[src/rtl/sw_debounce_pkg.sv]
// Shared constants for the switch debounce stage: production defaults and a short
// stability window for simulation.
package sw_debounce_pkg;

  localparam int unsigned DEF_WIDTH         = 8;
  localparam int unsigned DEF_CNT_W         = 16;
  localparam int unsigned DEF_STABLE_CYCLES = 50000;

  // Short window so benches can see debounce events within a few cycles.
  localparam int unsigned SIM_STABLE_CYCLES = 4;

endpackage

[src/rtl/debounce_bit.sv]
// One switch bit: two-flop synchroniser, mismatch-streak counter, debounced value
// and one-cycle rise/fall pulses.
module debounce_bit
  import sw_debounce_pkg::*;
#(
  parameter int unsigned CNT_W         = DEF_CNT_W,
  parameter int unsigned STABLE_CYCLES = DEF_STABLE_CYCLES
) (
  input  logic clk,
  input  logic reset,
  input  logic i_raw,
  output logic o_db,
  output logic o_rise,
  output logic o_fall,
  output logic o_upd_c
);

  localparam logic [CNT_W-1:0] LP_LAST = CNT_W'(STABLE_CYCLES - 1);

  logic             r_meta;
  logic             r_sync;
  logic             r_db;
  logic             r_rise;
  logic             r_fall;
  logic [CNT_W-1:0] r_cnt;

  logic [CNT_W-1:0] w_cnt_nxt;
  logic             w_upd;

  // Count consecutive cycles where the synchronised pin disagrees with the debounced value.
  always_comb begin
    w_cnt_nxt = '0;
    w_upd     = 1'b0;
    if (r_sync != r_db) begin
      if (r_cnt == LP_LAST) begin
        w_upd = 1'b1;
      end else begin
        w_cnt_nxt = r_cnt + CNT_W'(1);
      end
    end
  end

  always_ff @(posedge clk) begin
    if (reset) begin
      r_meta <= 1'b0;
      r_sync <= 1'b0;
      r_cnt  <= '0;
      r_db   <= 1'b0;
      r_rise <= 1'b0;
      r_fall <= 1'b0;
    end else begin
      r_meta <= i_raw;
      r_sync <= r_meta;
      r_cnt  <= w_cnt_nxt;
      if (w_upd) begin
        r_db <= r_sync;
      end
      r_rise <= w_upd & r_sync;
      r_fall <= w_upd & ~r_sync;
    end
  end

  assign o_db    = r_db;
  assign o_rise  = r_rise;
  assign o_fall  = r_fall;
  assign o_upd_c = w_upd;

endmodule

[src/rtl/switch_debounce.sv]
// Debounced switch bus for the core's switch port, with edge pulses and a change strobe.
// Define SW_DEBOUNCE_LATCH_EN to enable the sticky chg_latched flags cleared by chg_ack.
module switch_debounce
  import sw_debounce_pkg::*;
#(
  parameter int unsigned WIDTH         = DEF_WIDTH,
  parameter int unsigned CNT_W         = DEF_CNT_W,
  parameter int unsigned STABLE_CYCLES = DEF_STABLE_CYCLES
) (
  input  logic             clk,
  input  logic             reset,
  input  logic [WIDTH-1:0] sw_raw,
  output logic [WIDTH-1:0] sw_db,
  output logic [WIDTH-1:0] sw_rise,
  output logic [WIDTH-1:0] sw_fall,
  output logic             sw_change,
  input  logic [WIDTH-1:0] chg_ack,
  output logic [WIDTH-1:0] chg_latched
);

  logic [WIDTH-1:0] w_db;
  logic [WIDTH-1:0] w_rise;
  logic [WIDTH-1:0] w_fall;
  logic [WIDTH-1:0] w_upd;
  logic             r_change;

  for (genvar gi = 0; gi < WIDTH; gi++) begin : g_bit
    debounce_bit #(
      .CNT_W         (CNT_W),
      .STABLE_CYCLES (STABLE_CYCLES)
    ) u_bit (
      .clk     (clk),
      .reset   (reset),
      .i_raw   (sw_raw[gi]),
      .o_db    (w_db[gi]),
      .o_rise  (w_rise[gi]),
      .o_fall  (w_fall[gi]),
      .o_upd_c (w_upd[gi])
    );
  end

  // Registered from the per-bit update strobes so it lines up with the rise/fall pulses.
  always_ff @(posedge clk) begin
    if (reset) begin
      r_change <= 1'b0;
    end else begin
      r_change <= |w_upd;
    end
  end

`ifdef SW_DEBOUNCE_LATCH_EN
  logic [WIDTH-1:0] r_latched;

  // A new edge pulse takes priority over an ack arriving in the same cycle.
  always_ff @(posedge clk) begin
    if (reset) begin
      r_latched <= '0;
    end else begin
      r_latched <= (r_latched & ~chg_ack) | w_rise | w_fall;
    end
  end

  assign chg_latched = r_latched;
`else
  logic w_unused_ack;

  assign w_unused_ack = ^chg_ack;
  assign chg_latched  = '0;
`endif

  assign sw_db     = w_db;
  assign sw_rise   = w_rise;
  assign sw_fall   = w_fall;
  assign sw_change = r_change;

endmodule

[config.mk]
export PLATFORM = sky130hd
export DESIGN_NAME = switch_debounce
export DESIGN_NICKNAME = d
export VERILOG_FILES = /design/src/rtl/sw_debounce_pkg.sv /design/src/rtl/debounce_bit.sv /design/src/rtl/switch_debounce.sv
export SDC_FILE = /design/constraint.sdc
export NUM_CORES = 1
export LEC_CHECK = 0
export ABC_AREA = 1
export ABC_CLOCK_PERIOD_IN_PS = 1500
export BUFFER_PORTS_ARGS = -buffer_cell sky130_fd_sc_hd__buf_2
export CAP_MARGIN = 10
export CORE_MARGIN = 2
export CORE_UTILIZATION = 60
export CTS_CLUSTER_DIAMETER = 120
export DETAILED_ROUTE_END_ITERATION = 7
export PLACE_DENSITY_LB_ADDON = 0.2
export SKIP_LAST_GASP = 1
export SLEW_MARGIN = 30
export SYNTH_ARGS = -nofsm -noshare
export SYNTH_HDL_FRONTEND = slang
export SYNTH_SLANG_ARGS = --single-unit
[constraint.sdc]
create_clock -name clk -period 1.5 [get_ports clk]
set_input_delay 0.225 -clock clk [delete_from_list [all_inputs] [get_ports clk]]
set_output_delay 0.225 -clock clk [all_outputs]
set_load 0.1 [all_outputs]
# Yosys cells after proc, flatten, opt, wreduce, memory -nomap -nowiden
# Cells that the tools add are included.
# op_classes
add_sub_neg	8
eq_ne	16
muxes	16
bitwise	32
n_reduce_logical	9
# op_table
op	count
adder 16 x 1 -> 16 bit (second input constant)	8
== test 16 bit (second input constant)	8
OR reduction 3 bit	8
AND 1 bit	16
two-way mux 1 bit	16
NOT 1 bit	16
inequality test 1 bit	8
OR reduction 8 bit	1
# totals
ff_bits	169
inputBits	18
out_inout_bits	33
word_cells	130

# Logic depth before layout (Yosys ltp)
# Gate-level depths: netlist (run 1).
# logic_depth
word_depth	4
depth_mapped	9
mapped_depth_nobuf	9

# Hierarchy
# A second synthesis (run 1) with hierarchy kept.
# hier_totals
cells_unflattened	1154
area_unflattened_um2	8632.0
# by_module_without_submodules
mod	n_inst	cells_per_inst	area_each_um2
debounce_bit	8	142	1064.8
switch_debounce	1	18	113.9

# Least setup slack after synthesis (run 1)
# No wires, ideal clock.
# synth_timing
path_kind	flip-flop to flip-flop
start	register g_bit[5].u_bit.r_cnt[0]
end	register g_bit[5].u_bit.r_cnt[12]
setup_time_ps	122
t_arrival_ps	1273
required_time_ps	1378
path_slack_ps	106
path_stages_with_launch	10
n_path_buf	1
cell_sequence	dfxtp_1 ha_1 nand2_2 inv_1 nand2_1 nor2_1 nand2_2 nand3_2 buf_6 a21oi_1
# synth_via
elab_chain_cells	2
elab_cells_between_ends	3
# synth_lines
item	line	rtl
start: declaration	debounce_bit.sv:25	logic [CNT_W-1:0] r_cnt;
start signal: assignment	debounce_bit.sv:54	r_cnt <= w_cnt_nxt;
parallel branches: the longest is 2 deep, another holds adder 16 x 1 -> 16 bit	-	
# Several ways; the timed one is not identified.
# A chain may end at the register's enable or synchronous reset.

# Final worst setup path (run 1)
# layout_timing
start	register g_bit[6].u_bit.r_db
end	output sw_db[6]
# layout_lines
item	line	rtl
start: declaration	debounce_bit.sv:22	logic r_db;
start signal: assignment	debounce_bit.sv:56	r_db <= r_sync;
end: declaration	switch_debounce.sv:13	output logic [WIDTH-1:0] sw_db,
# No word-level cell between the ends.

==> results of run 1 <==
## state kept, by name, summed over array words and instances (netlist names)
register	cells
g_bit.u_bit.o_db	8
g_bit.u_bit.o_fall	8
g_bit.u_bit.o_rise	8
g_bit.u_bit.r_cnt	128
g_bit.u_bit.r_meta	8
g_bit.u_bit.r_sync	8
sw_change	1
## routing by layer
layer | routed length, um | share of wire [%] | GRT usage [%] | vias up
met3 | 447 | 3.2 | 5.407 | 9
met5 | 0 | 0 | 0 | -
met2 | 6676 | 48 | 35.49 | 69
li1 | - | - | - | 3318
met1 | 6659 | 48 | 26.61 | 2754
met4 | 131 | 0.94 | 6.275 | 0
## worst max path at each step
stage / cells after the start / endpoint / startpoint / slack (ns)
final: 1 / sw_db[6] / g_bit[6].u_bit.o_db / 0.05
after global routing: 9 / sw_change / g_bit[1].u_bit.r_cnt[0] / -0.04
after CTS: 9 / sw_change / g_bit[1].u_bit.r_cnt[0] / -0.02
after detailed placement: 9 / sw_change / g_bit[1].u_bit.r_cnt[0] / -0.03
after global placement: 9 / sw_change / g_bit[1].u_bit.r_cnt[0] / 0.007
after floorplan: 9 / g_bit[5].u_bit.r_cnt[12] / g_bit[5].u_bit.r_cnt[0] / 0.11
## Yosys cell counts (3+ instances only)
cell / instances / area (sq um)
sky130_fd_sc_hd__buf_4: 35 / 262.8
sky130_fd_sc_hd__nand2_2: 13 / 81.33
sky130_fd_sc_hd__nand3_2: 11 / 110.1
sky130_fd_sc_hd__dfxtp_1: 169 / 3383
sky130_fd_sc_hd__inv_2: 3 / 11.26
sky130_fd_sc_hd__nor3_4: 4 / 65.06
sky130_fd_sc_hd__nor2_4: 6 / 67.56
sky130_fd_sc_hd__o21ai_0: 15 / 75.07
sky130_fd_sc_hd__buf_6: 6 / 67.56
sky130_fd_sc_hd__nor4_1: 5 / 31.28
sky130_fd_sc_hd__nand2_1: 166 / 623.1
sky130_fd_sc_hd__nand3_1: 52 / 260.3
sky130_fd_sc_hd__inv_1: 116 / 435.4
sky130_fd_sc_hd__ha_1: 8 / 100.1
sky130_fd_sc_hd__nor2_1: 175 / 656.9
sky130_fd_sc_hd__or2_2: 7 / 43.79
sky130_fd_sc_hd__nor3b_1: 6 / 45.04
sky130_fd_sc_hd__xor2_1: 39 / 341.6
sky130_fd_sc_hd__or2_0: 8 / 50.05
sky130_fd_sc_hd__a21oi_1: 65 / 325.3
sky130_fd_sc_hd__xnor2_1: 7 / 61.31
sky130_fd_sc_hd__nor2_2: 13 / 81.33
sky130_fd_sc_hd__nand4_1: 11 / 68.82
sky130_fd_sc_hd__nor3_1: 45 / 225.2
sky130_fd_sc_hd__nand3b_1: 8 / 60.06
## final cells by class
type / count / area (sq um)
fillers: 1025 / 3540
clock buffers: 18 / 429.2
repair buffers: 87 / 646.9
well taps: 172 / 215.2
flip-flops and latches: 169 / 3397
multi-input cells: 687 / 3707
inverters: 120 / 452.9
clock inverters: 14 / 180.2
## report_power, final
part / switching, mW / internal, mW / leakage [nW] / total [mW]
Combinational: 0.185 / 0.0678 / 1.69 / 0.253
Clock: 1.69 / 2.76 / 0.303 / 4.46
Sequential: 0.0150 / 4.52 / 1.37 / 4.53
## logic make-up after synthesis
family,share of synthesized area [%]
xor+xnor,5.252
buf+inv,10.37
other cells,0.04888
flops,44.10
compound gates,5.806
simple gates,33.11
fa+ha+maj,1.305
## repair_timing
| action | 4_1_cts | 5_1_grt |
|---|---|---|
| setup buffers | 0 | 10 |
| pin swaps | 1 | 18 |
| gates resized for setup | 4 | 68 |
| hold buffers | 4 | 0 |
| endpoints found under the setup margin | 6 | 134 |
| endpoints found under the hold margin | 4 | 0 |
| cloned | 0 | 1 |
## through the flow
step	instances	hold WS [ns]	total power, mW	util (%)	area, sq um
2_1_floorplan	1019	0.3320	4.821	-	7697
3_3_place_gp	1220	0.3910	4.866	64.31	8083
3_5_place_dp	1220	0.3973	4.869	64.31	8083
4_1_cts	1256	0.002840	9.325	69.60	8747
5_1_grt	1267	0.01986	9.545	71.84	9029
6_report	1267	0.01243	9.239	71.84	9029
==> results.txt, run 1 <==
During synthesis, Yosys emitted a total of 0 warnings. The violation count after the first detailed-route iteration is 344. The post-synthesis area per instance is between 7 and 8 sq um. The worst setup path is launched from a register.

The final worst setup slack came out at around 0.047 ns. The row count is 41. The final hold violation count came out at 0. The share of cells above drive strength 1 came out at ~21%. The final HPWL from detailed placement is ~9.8 mm. The final setup violation count is 0. The CTS H-tree depth is 4.

The number of global-route vias before repair is between 5,000 and 6,000. The critical path arrival is around 1.2 ns. The slowest stage of the critical path belongs to the cell sky130_fd_sc_hd__buf_2. The maximum count of clock buffers along a single path came out at 2. The leakage power total came out at ~3.4 nW. The final setup TNS is 0 ns. For this run, asynchronously set or reset flops after synthesis account for 0%. The number of maximum-capacitance violations came out at 0.

The number of detailed-routing iterations run before antenna repair is 4. The flip-flop and latch count after synthesis came out at between 150 and 200. Dividing the detail-routed wire length by the instance count gives around 11 um. The worst setup path is of the reg2out kind.

The clock transition at the register clock pins on the worst setup and hold paths after CTS came out at approximately 0.06 ns. The TritonCTS sink count came out at about 170. Traced cell by cell, the critical path runs through buf_2. Along the worst path, the maximum fanout reaches 3.

The tree is rooted in a sky130_fd_sc_hd__clkbuf_16. Derived from the worst setup path, the maximum achievable clock frequency is around 700 MHz. The setup slack after placement came out at -0.02883 ns.

Power spread over the standard cell area amounts to approximately 1000 nW/um^2. The aggregate routed wire length is around 14 mm. From synthesis to final layout, the design area changed by 17.70%. In this run the most critical hold path is launched from sw_raw[7]. The max-slew violation count came out at 0. The number of input and output port buffers inserted is 34. The first global-routing pass estimated 23.12 mm of wire.

Global routing consumed, over all layers together, a little over a fifth of the routing resources. At the end of routability-driven placement, the weighted congestion stood at 0.7966. The run finished with clean final reports. The detail route stage leaves a number of antenna-violating nets equal to 0. Yosys mapped a number of flops with a built-in enable equal to 0. Setup repair after global routing could not meet its margin everywhere. The endpoint type of the worst setup path is an output port. The number of cells on the worst reg-to-reg path is 10. The core region is approximately 13,000 sq um. Leaving out fill and tap cells, the most frequent cell in the layout is sky130_fd_sc_hd__nor2_1. The worst vdd rail ir drop came out at roughly 0.00090 V.

On the final layout, the worst clock skew is approximately 0.0077 ns. The worst register-to-register path ends at sw_change. The time the final worst path needs with I/O delays and setup is 1.453 ns. The worst endpoint required time is approximately 1.3 ns.

The category of cells accounting for the largest share of critical-path delay is buffers and inverters. The net count of the finished layout is approximately 1,100. Among all flip-flop cells after synthesis, the most frequent one is sky130_fd_sc_hd__dfxtp_1. TritonCTS built the clock tree. The number of antenna violations at the first check in global routing came to 0. The repair_antennas step left the layout with diodes totalling 0. The worst hold endpoint is g_bit[7].u_bit.r_meta. The delay of the slowest cell on the worst path came out at 0.44 ns.

Global routing finished with a remaining overflow of 0. The final route contains roughly 6,000 vias. The count of cell types in the netlist came out at 40. The number of cells traversed by the worst hold path came out at 3.

The mapped cell area came out at 7671 sq um. The die extent in y is 117.1 um. The share of the clock period used by the worst path is approximately 97%. The number of buffers inserted during clock tree synthesis came out at 17. The cell count after synthesis came out at 1,012. The buffer and inverter count on the worst path is 1. The average vias per placed instance came out at ~4.9.

The full die area came out at 13,710 sq um. The largest net degree at the start of global routing is 28. The horizontal die dimension is around 120 um. The register-to-register path setup slack is roughly 0.047 ns. Of the synthesized area, sequential elements account for around 44%.

In this run the critical register-to-register path is launched from g_bit[2].u_bit.r_cnt[0]. The clock latency at the later pin of the worst-skew pair came out at approximately 0.42 ns. Leaving out fill and tap cells, the most frequent cells in the layout are sky130_fd_sc_hd__nor2_1, sky130_fd_sc_hd__dfxtp_1, sky130_fd_sc_hd__nand2_1. The initial cell density of the core came out at 61.04%.

The class of the most critical hold timing path is in2reg. The number of primary I/O pins is around 50. For this run, design rule violations remaining after detail routing come to 0.
Power figures use the tool's default switching activity.
==> inputs of run 2 (changes only) <==
Settings changed: ABC_AREA 1 to unset.
==> run 2 against run 1 <==
  * The flow now finishes with violations (setup timing)
  * Cell area rose by 3.5%
  * Setup slack lost 0.36 ns
  * Power fell by 3.2%
  * Largest power group unchanged
  * Highest routed layer unchanged
==> results.txt, run 2 <==
The smallest hold slack was 0.01755 ns (+0.005116 ns). The combinational group share of total power came to 2.9% (+0.2 points). In the post-synthesis netlist, the cell with the most instances is sky130_fd_sc_hd__dfxtp_1. The yosys synthesis warning count is 0 (unchanged).

The internal power contribution was 7.003 mW (-4.7%). The time the final worst path needs with I/O delays and setup is 1.808 ns (+0.3557 ns). The detailed-routing wirelength on met1 came to 6.795 mm (+2.0%). Setup repair after global routing could not meet its margin everywhere. The cell area power density came out at 957.4 nW/um^2 (-6.4%). The maximum fanout along the worst path came out at 6 (+3). The run finished, with violations left.

The final hold violation count is 0 (unchanged). The count of cell types in the netlist is 42 (+5.0%). TritonCTS built the clock tree. Signal routing reaches up to met4. The final setup violation count is 80 (+80). The number of input and output port buffers inserted came out at 34 (unchanged). The post-synthesis sequential area ratio came out at 47.78% (+3.7 points). The global-route congestion overflow total came out at 0 (unchanged). The final reports fail on setup timing. The register-to-register path setup slack came out at -0.31 ns (-0.36 ns). The commonest cells after synthesis are sky130_fd_sc_hd__dfxtp_1, sky130_fd_sc_hd__nor2_1, sky130_fd_sc_hd__xor2_1.

The number of vias in the routed layout is 5,770 (-6.2%). The average vias per placed instance is 5.454 (+12%). The horizontal die dimension came out at 112.6 um (-3.8%). The number of global-route vias before repair is 5,559 (+1.8%).

The switching power share of the total is 21.70% (+1.2 points). The path class of the tightest hold or removal check is in2reg. The number of buffers inserted during clock tree synthesis came out at 17 (unchanged). The final HPWL from detailed placement was 10.08 mm (+2.9%). The number of maximum-capacitance violations is 0 (unchanged). The number of synthesized flops with an enable pin is 0 (unchanged). The top cell types in the final layout, fill and taps aside, are sky130_fd_sc_hd__dfxtp_1, sky130_fd_sc_hd__buf_4, sky130_fd_sc_hd__nor2_1. The leakage power total is 3.391 nW (+0.85%). The routed wire length on met2 is 8.356 mm (+25%). The power spent charging and discharging nets is 1.941 mW (+2.6%). The violation count after the first detailed-route iteration came to 330 (-4.1%). The critical path arrival is 2.15 ns (+0.92 ns). The final worst setup slack was -0.3083 ns (-0.3557 ns). Sorting the synthesized cells by area gives the leading types as sky130_fd_sc_hd__dfxtp_1, sky130_fd_sc_hd__nor2_1, sky130_fd_sc_hd__xor2_1. The share of synthesized registers carrying an async set or reset was 0% (unchanged).

The share of the clock period used by the worst path is 120.6% (+24 points). The largest net degree at the start of global routing was 27 (-3.6%). The register with the most flip-flops is g_bit.u_bit.r_cnt. The TritonCTS sink count is 169 (unchanged). The worst setup path is launched from a register. The number of antenna violations at the first check in global routing is 0 (unchanged). The cell sitting at the root of the clock tree is a sky130_fd_sc_hd__clkbuf_16. The aggregate global-route resource usage is 24.16% (+3.1 points). The maximum clock frequency came out at 553.0 MHz (-20%). The worst vdd rail ir drop is 0.001166 V (+29%).

The flip-flop and latch count after synthesis is 169 (unchanged). The remaining routing DRC violations is 0 (unchanged). The clock network fraction of design power came out at 46.4% (-1.8 points). The critical path goes through or4bb_1 > or4_4 > o22ai_4 > a221oi_2 > a41oi_2. The synthesis-to-layout area growth came out at 31.95%. The final routed wire length divided by cell count came out at 15.16 um (+38%). The full die area is 12,690 sq um (-7.4%).

The post-route clock skew came out at 0.005213 ns (-0.002536 ns). The worst slew margin relative to its limit is about 65%. The row count is 39 (-4.9%). The transition at the pin with the smallest max-transition slack came out at between 0.5 and 0.6 ns. The cell count after synthesis is 770 (-24%).

The met3 wire length is 504 um (+13%). The number of primary I/O pins is 51 (unchanged). The aggregate routed wire length is 16.04 mm (+15%). The CTS H-tree depth came out at 4 (unchanged).

The post-synthesis area per instance is 9.196 sq um (+21%). The number of diodes added for antenna fixing is 0 (unchanged). The die extent in y came to 112.6 um (-3.8%). The max-slew violation count is 0 (unchanged). The critical path is of the reg2reg type. The proportion of power drawn by flip-flops and latches came to 50.7% (+1.7 points). The number of flip-flops in the largest register is 128 (unchanged).

The number of nets in the layout came out at 928 (-16%). The clock transition at the register clock pins on the worst setup and hold paths after CTS came out at 0.06 ns (about the same). The global-route wire length before repair is 24.94 mm (+7.9%).

The initial cell density of the core came to 61.75% (+0.71 points). The most used flip-flop cell after synthesis is sky130_fd_sc_hd__dfxtp_1. The worst endpoint required time is 1.84 ns (+0.57 ns). The area of the placeable core came out at 11,470 sq um (-8.8%).

The number of detailed-routing iterations run before antenna repair was 5 (+1). The largest total area in the synthesized netlist belongs to sky130_fd_sc_hd__dfxtp_1. The number of buffers inserted for hold repair after clock tree synthesis is 0 (-4). The maximum count of clock buffers along a single path is 2 (unchanged). The delay of the slowest cell on the worst path came out at 0.60 ns (+0.16 ns). The endpoint type of the worst setup path is a register. The share of Yosys cell area claimed by the top area cell type is 47.78% (+3.7 points). The most common cell after layout, fill and taps aside is sky130_fd_sc_hd__dfxtp_1.

The mapped cell area is 7081 sq um (-7.7%). The utilization after layout is 81.47% (+9.6 points). The routability congestion estimate from global placement came out at 0.8379 (+5.2%). The post-detailed-route count of antenna-violating nets is 0 (unchanged). The critical path's slowest cell is sky130_fd_sc_hd__or4_4.

The share of cells above drive strength 1 is 35.63% (+15 points). The clock latency at the later pin of the worst-skew pair came out at 0.42 ns (about the same).
run 2: cell count changes after synthesis, sizes merged, moves of 22 or more:
cell / previous run / this run
nand2: 179 / 37
inv: 120 / 11
a21oi: 66 / 10
xnor2: 7 / 52
nor2: 194 / 154
nor3: 50 / 15
nor2b: 0 / 22
run 2: critical path, delay by kind of cell, from the launching register on:
| kind | cells | cell delay [ns] |
|---|---|---|
| simple gates | 2 | 1.08 |
| flops | 1 | 0.33 |
| compound gates | 3 | 0.33 |
run 2: path summary, 6_finish.rpt:
check / startpoint / to / depth (start not counted)
worst max register to register: g_bit[7].u_bit.r_cnt[14] / sw_change / 5
worst min register to register: g_bit[1].u_bit.r_cnt[0] / g_bit[1].u_bit.r_cnt[0] / 1
worst min-delay path: sw_raw[2] / g_bit[2].u_bit.r_meta / 2
worst max-delay path: g_bit[7].u_bit.r_cnt[14] / sw_change / 5
run 2: cells by family (layout without fill, tap and decap cells):
family                   count (synthesis)  in the layout  share of synthesized area [%]
AND/OR/NAND/NOR                        388            390                          28.54
flip-flops                             169            169                          47.78
XOR/XNOR                               110            110                          13.61
buffers and inverters                   62            198                          5.319
AO/OA/AOI/OAI                           24             24                          2.156
adder cells (fa/ha/maj)                  8              8                          1.414
multiplexers                             8              8                          1.131
other                                    1              8                        0.05296
run 2: cell type report:
| type | count | area, sq um |
|---|---|---|
| Timing Repair Buffer | 155 | 1182 |
| Inverter | 11 | 41.29 |
| Fill cell | 636 | 2125 |
| Clock inverter | 10 | 92.59 |
| Clock buffer | 22 | 474.2 |
| Sequential cell | 169 | 3423 |
| Tap cell | 143 | 178.9 |
| Multi-Input combinational cell | 548 | 3950 |
run 2: power by group through the flow:
stage	clock (mW)	sequential, mW	combinational (mW)
final	4.15	4.53	0.259
after detailed placement	0	4.63	0.222
after CTS	4.20	4.53	0.239
after global placement	0	4.63	0.217
after global routing	4.40	4.53	0.274
after floorplan	0	4.63	0.189
run 2: per-stage QoR:
stage          setup TNS, ns  setup slack, ns  std cells  area, sq um  power (mW)
6_report              -10.42          -0.3083       1058         9343       8.944
4_1_cts               -10.19          -0.3222       1054         8880       8.975
3_3_place_gp          -13.63          -0.3719       1015         8083       4.848
5_1_grt               -14.98          -0.3421       1058         9343       9.208
2_1_floorplan         -11.63          -0.3063        777         7253       4.818
3_5_place_dp          -17.72          -0.4386       1015         8083       4.854
run 2: metal layers:
| metal | global-route usage [%] | vias up |
|---|---|---|
| met3 | 6.695 | 27 |
| met2 | 42.12 | 113 |
| li1 | - | 2832 |
| met5 | 0 | - |
| met1 | 28.82 | 2798 |
| met4 | 7.886 | 0 |
run 2: timing repair:
item / in CTS / in global routing
endpoints found under the setup margin: 138 / 151
hold endpoints to repair: 0 / 0
gates cloned: 3 / 0
setup buffers: 4 / 7
pin swaps: 13 / 37
gates resized for setup: 40 / 121
==> inputs of run 3 (changes only) <==
Settings changed: ABC_AREA set to 1, ABC_CLOCK_PERIOD_IN_PS 1500 to 2100, CORE_UTILIZATION 60 to 65, GPL_ROUTABILITY_DRIVEN set to 0.
Clock period 1.5 ns to 2.1 ns, I/O delays scaled along.
==> run 3 against run 2 <==
  * The flow now finishes without violations
  * Clock power is 13% lower
  * Power shrank 22%
  * Hold slack gained 0.072 ns
  * Die area is essentially flat
  * Wire length fell by 18%
  * Setup slack gained 0.70 ns
==> results.txt, run 3 (same netlist as run 1, synthesis figures left out) <==
The average vias per placed instance was 5.062 (-7.2%). The number of vias in the routed layout came out at 5,999 (+4.0%). The worst vdd rail ir drop is 0.001088 V (-6.7%). The total of fill cells in the finished design came out at 921 (+45%). The share of the clock period used by the worst path came out at 81.20% (-39 points).

The number of buffers inserted during clock tree synthesis came out at 17 (unchanged). The post-cts resize count came out at 0 (-100%). The time the final worst path needs with I/O delays and setup is 1.705 ns (-0.1031 ns). The maximum count of clock buffers along a single path came out at 2 (unchanged).

The share of cells above drive strength 1 is 12.38% (-23 points). The summed area of non-filler cells in the final layout came to 8409 sq um (-10%). The clock transition at the register clock pins on the worst setup and hold paths after CTS is 0.06 ns (about the same). The aggregate global-route resource usage is 21.99% (-2.2 points). The final setup TNS came out at 0 ns (+10.42 ns). In this run the worst setup path terminates at g_bit[3].u_bit.r_cnt[14]. The post-route clock skew is 0.008434 ns (+0.003221 ns). The remaining routing DRC violations came out at 0 (unchanged). The met1 global-route usage is 27.94% (-0.88 points). The number of maximum-capacitance violations was 0 (unchanged). The number of nets in the layout is 1,055 (+14%). The number of global-route vias before repair is 5,536 (-0.41%). The setup slack after placement came to 0.4338 ns (+0.8724 ns). The top cell types in the final layout, fill and taps aside, are sky130_fd_sc_hd__nor2_1, sky130_fd_sc_hd__dfxtp_1, sky130_fd_sc_hd__nand2_1. The worst setup path is launched from a register. The critical path arrival came to 2.07 ns (-0.08 ns). The post-detailed-route count of antenna-violating nets is 0 (unchanged). The power spent charging and discharging nets came out at 1.392 mW (-28%). The final hold violation count was 0 (unchanged).

The final routed wire length divided by cell count came out at 11.15 um (-26%). The global-route congestion overflow total is 0 (unchanged). The final worst setup slack is 0.3948 ns (+0.7031 ns). The root buffer cell chosen for the clock tree is sky130_fd_sc_hd__clkbuf_16.

By startpoint and endpoint, the worst setup path is classified as reg2reg. The initial cell density of the core is 66.90% (+5.2 points). Relative to the synthesized area, the layout overhead comes to 9.623%. The row count came to 39 (unchanged). The horizontal die dimension came out at 112.6 um (about the same). The number of detailed-routing iterations run before antenna repair came to 5 (unchanged). The number of flip-flops in the largest register is 128 (unchanged). The final HPWL from detailed placement came out at 9.046 mm (-10%). The launch instance of the worst register-to-register path is g_bit[3].u_bit.r_cnt[0].

The final setup violation count is 0 (-100%). The area of the placeable core came out at 11,470 sq um (unchanged). The clock tree from TritonCTS is built. The leakage power total came out at 3.067 nW (-9.6%). The CTS H-tree depth came to 4 (unchanged).

The max-slew violation count came out at 0 (unchanged). The met2 demand-to-capacity share in global routing came out at 36.85% (-5.3 points). The overall power after layout came out at 6.992 mW (-22%).

Setup repair after global routing left no endpoint under its margin. The endpoint type of the worst setup path is a register. The proportion of power drawn by flip-flops and latches came to 46.3% (-4.4 points). The global-route wire length before repair was 23.26 mm (-6.8%). The largest net degree at the start of global routing came out at 28 (+3.7%).

The number of antenna violations at the first check in global routing came out at 0 (unchanged). The register with the most flip-flops is g_bit.u_bit.r_cnt. The full die area came out at 12,690 sq um (about the same). The register-to-register path setup slack is 0.39 ns (+0.70 ns). The clock network fraction of design power came out at 51.7% (+5.3 points). The number of input and output port buffers inserted came to 34 (unchanged). The number of diodes added for antenna fixing is 0 (unchanged). The die extent in y came out at 112.6 um (about the same). The cell area power density came to 831.5 nW/um^2 (-13%). The number of primary I/O pins came out at 51 (unchanged). The placed standard-cell area was 7711 sq um (-4.6%). The switching power share of the total came out at 19.91% (-1.8 points). The combinational group share of total power is 2.1% (-0.8 points). The worst endpoint required time is 2.46 ns (+0.62 ns).

The class of the most critical hold timing path is in2reg. The depth of the most critical reg-to-reg path came to 9 (+4). The utilization after layout was 73.33% (-8.1 points). The maximum fanout along the worst path came out at 16 (+10). The final non-filler cell total came out at 1,185 (+12%). The run finished with clean final reports. The TritonCTS sink count is 169 (unchanged). The number of buffers added for setup after CTS came out at 0 (-4). The smallest hold slack is 0.08907 ns (+0.07152 ns).

The aggregate routed wire length came out at 13.22 mm (-18%). The met3 track demand over resource came to 5.724% (-0.97 points). The layer flagged by global routing as most heavily used is met2. The clock latency at the later pin of the worst-skew pair came out at 0.42 ns (about the same). The maximum clock frequency is 586.4 MHz (+6.0%). The number of buffers inserted for hold repair after clock tree synthesis is 0 (unchanged). The total instance count after detailed placement was 1,153 (+14%). The internal power contribution came out at 5.600 mW (-20%). The startpoint of the worst setup timing path is g_bit[3].u_bit.r_cnt[0]. The violation count after the first detailed-route iteration is 478 (+45%). The worst register-to-register path ends at g_bit[3].u_bit.r_cnt[14]. The library cell used most frequently in the layout, excluding fill and tap cells, is sky130_fd_sc_hd__nor2_1.
==> run 3: routing by layer <==
| layer | vias to the layer above | part of all wire [%] |
|---|---|---|
| li1 | 3208 | - |
| met1 | 2677 | 48 |
| met2 | 97 | 47 |
| met3 | 17 | 3.6 |
| met4 | 0 | 1.2 |
| met5 | - | 0 |
==> run 3: critical path, cell delays in order (launching register included) <==
cell                       delay [ns]
sky130_fd_sc_hd__dfxtp_1         0.33
sky130_fd_sc_hd__ha_1            0.21
sky130_fd_sc_hd__nand2_1         0.07
sky130_fd_sc_hd__inv_2           0.05
sky130_fd_sc_hd__nand2_1         0.10
sky130_fd_sc_hd__nor2_1          0.08
sky130_fd_sc_hd__nand2_1         0.14
sky130_fd_sc_hd__nand3_2         0.31
sky130_fd_sc_hd__o21bai_1        0.27
sky130_fd_sc_hd__nor2_1          0.08
==> run 3: worst min-delay path by stage <==
stage	from	end	slack (ns)	depth (start not counted)
after global routing	sw_raw[1]	g_bit[1].u_bit.r_meta	0.09	3
final	sw_raw[1]	g_bit[1].u_bit.r_meta	0.09	3
after detailed placement	g_bit[3].u_bit.r_meta	g_bit[3].u_bit.r_sync	0.40	2
after CTS	sw_raw[1]	g_bit[1].u_bit.r_meta	0.08	3
after floorplan	g_bit[0].u_bit.r_meta	g_bit[0].u_bit.r_sync	0.39	2
after global placement	g_bit[1].u_bit.r_meta	g_bit[1].u_bit.r_sync	0.39	2
==> run 3: power by group through the flow <==
stage | registers (mW) | logic, mW | clock network, mW
global route | 3.24 | 0.158 | 3.81
global placement | 3.31 | 0.144 | 0
floorplan | 3.30 | 0.139 | 0
finish | 3.24 | 0.144 | 3.61
detailed placement | 3.31 | 0.145 | 0
CTS | 3.24 | 0.145 | 3.67
==> run 3: layout make-up <==
| class | instances | area (sq um) | share of cell area (%) |
|---|---|---|---|
| Multi-Input combinational cell | 686 | 3518 | 41.84 |
| Sequential cell | 169 | 3383 | 40.23 |
| Inverter | 120 | 452.9 | 5.386 |
| Clock buffer | 17 | 425.4 | 5.059 |
| Timing Repair Buffer | 35 | 177.7 | 2.113 |
| Clock inverter | 15 | 272.8 | 3.244 |
| Tap cell | 143 | 178.9 | 2.128 |
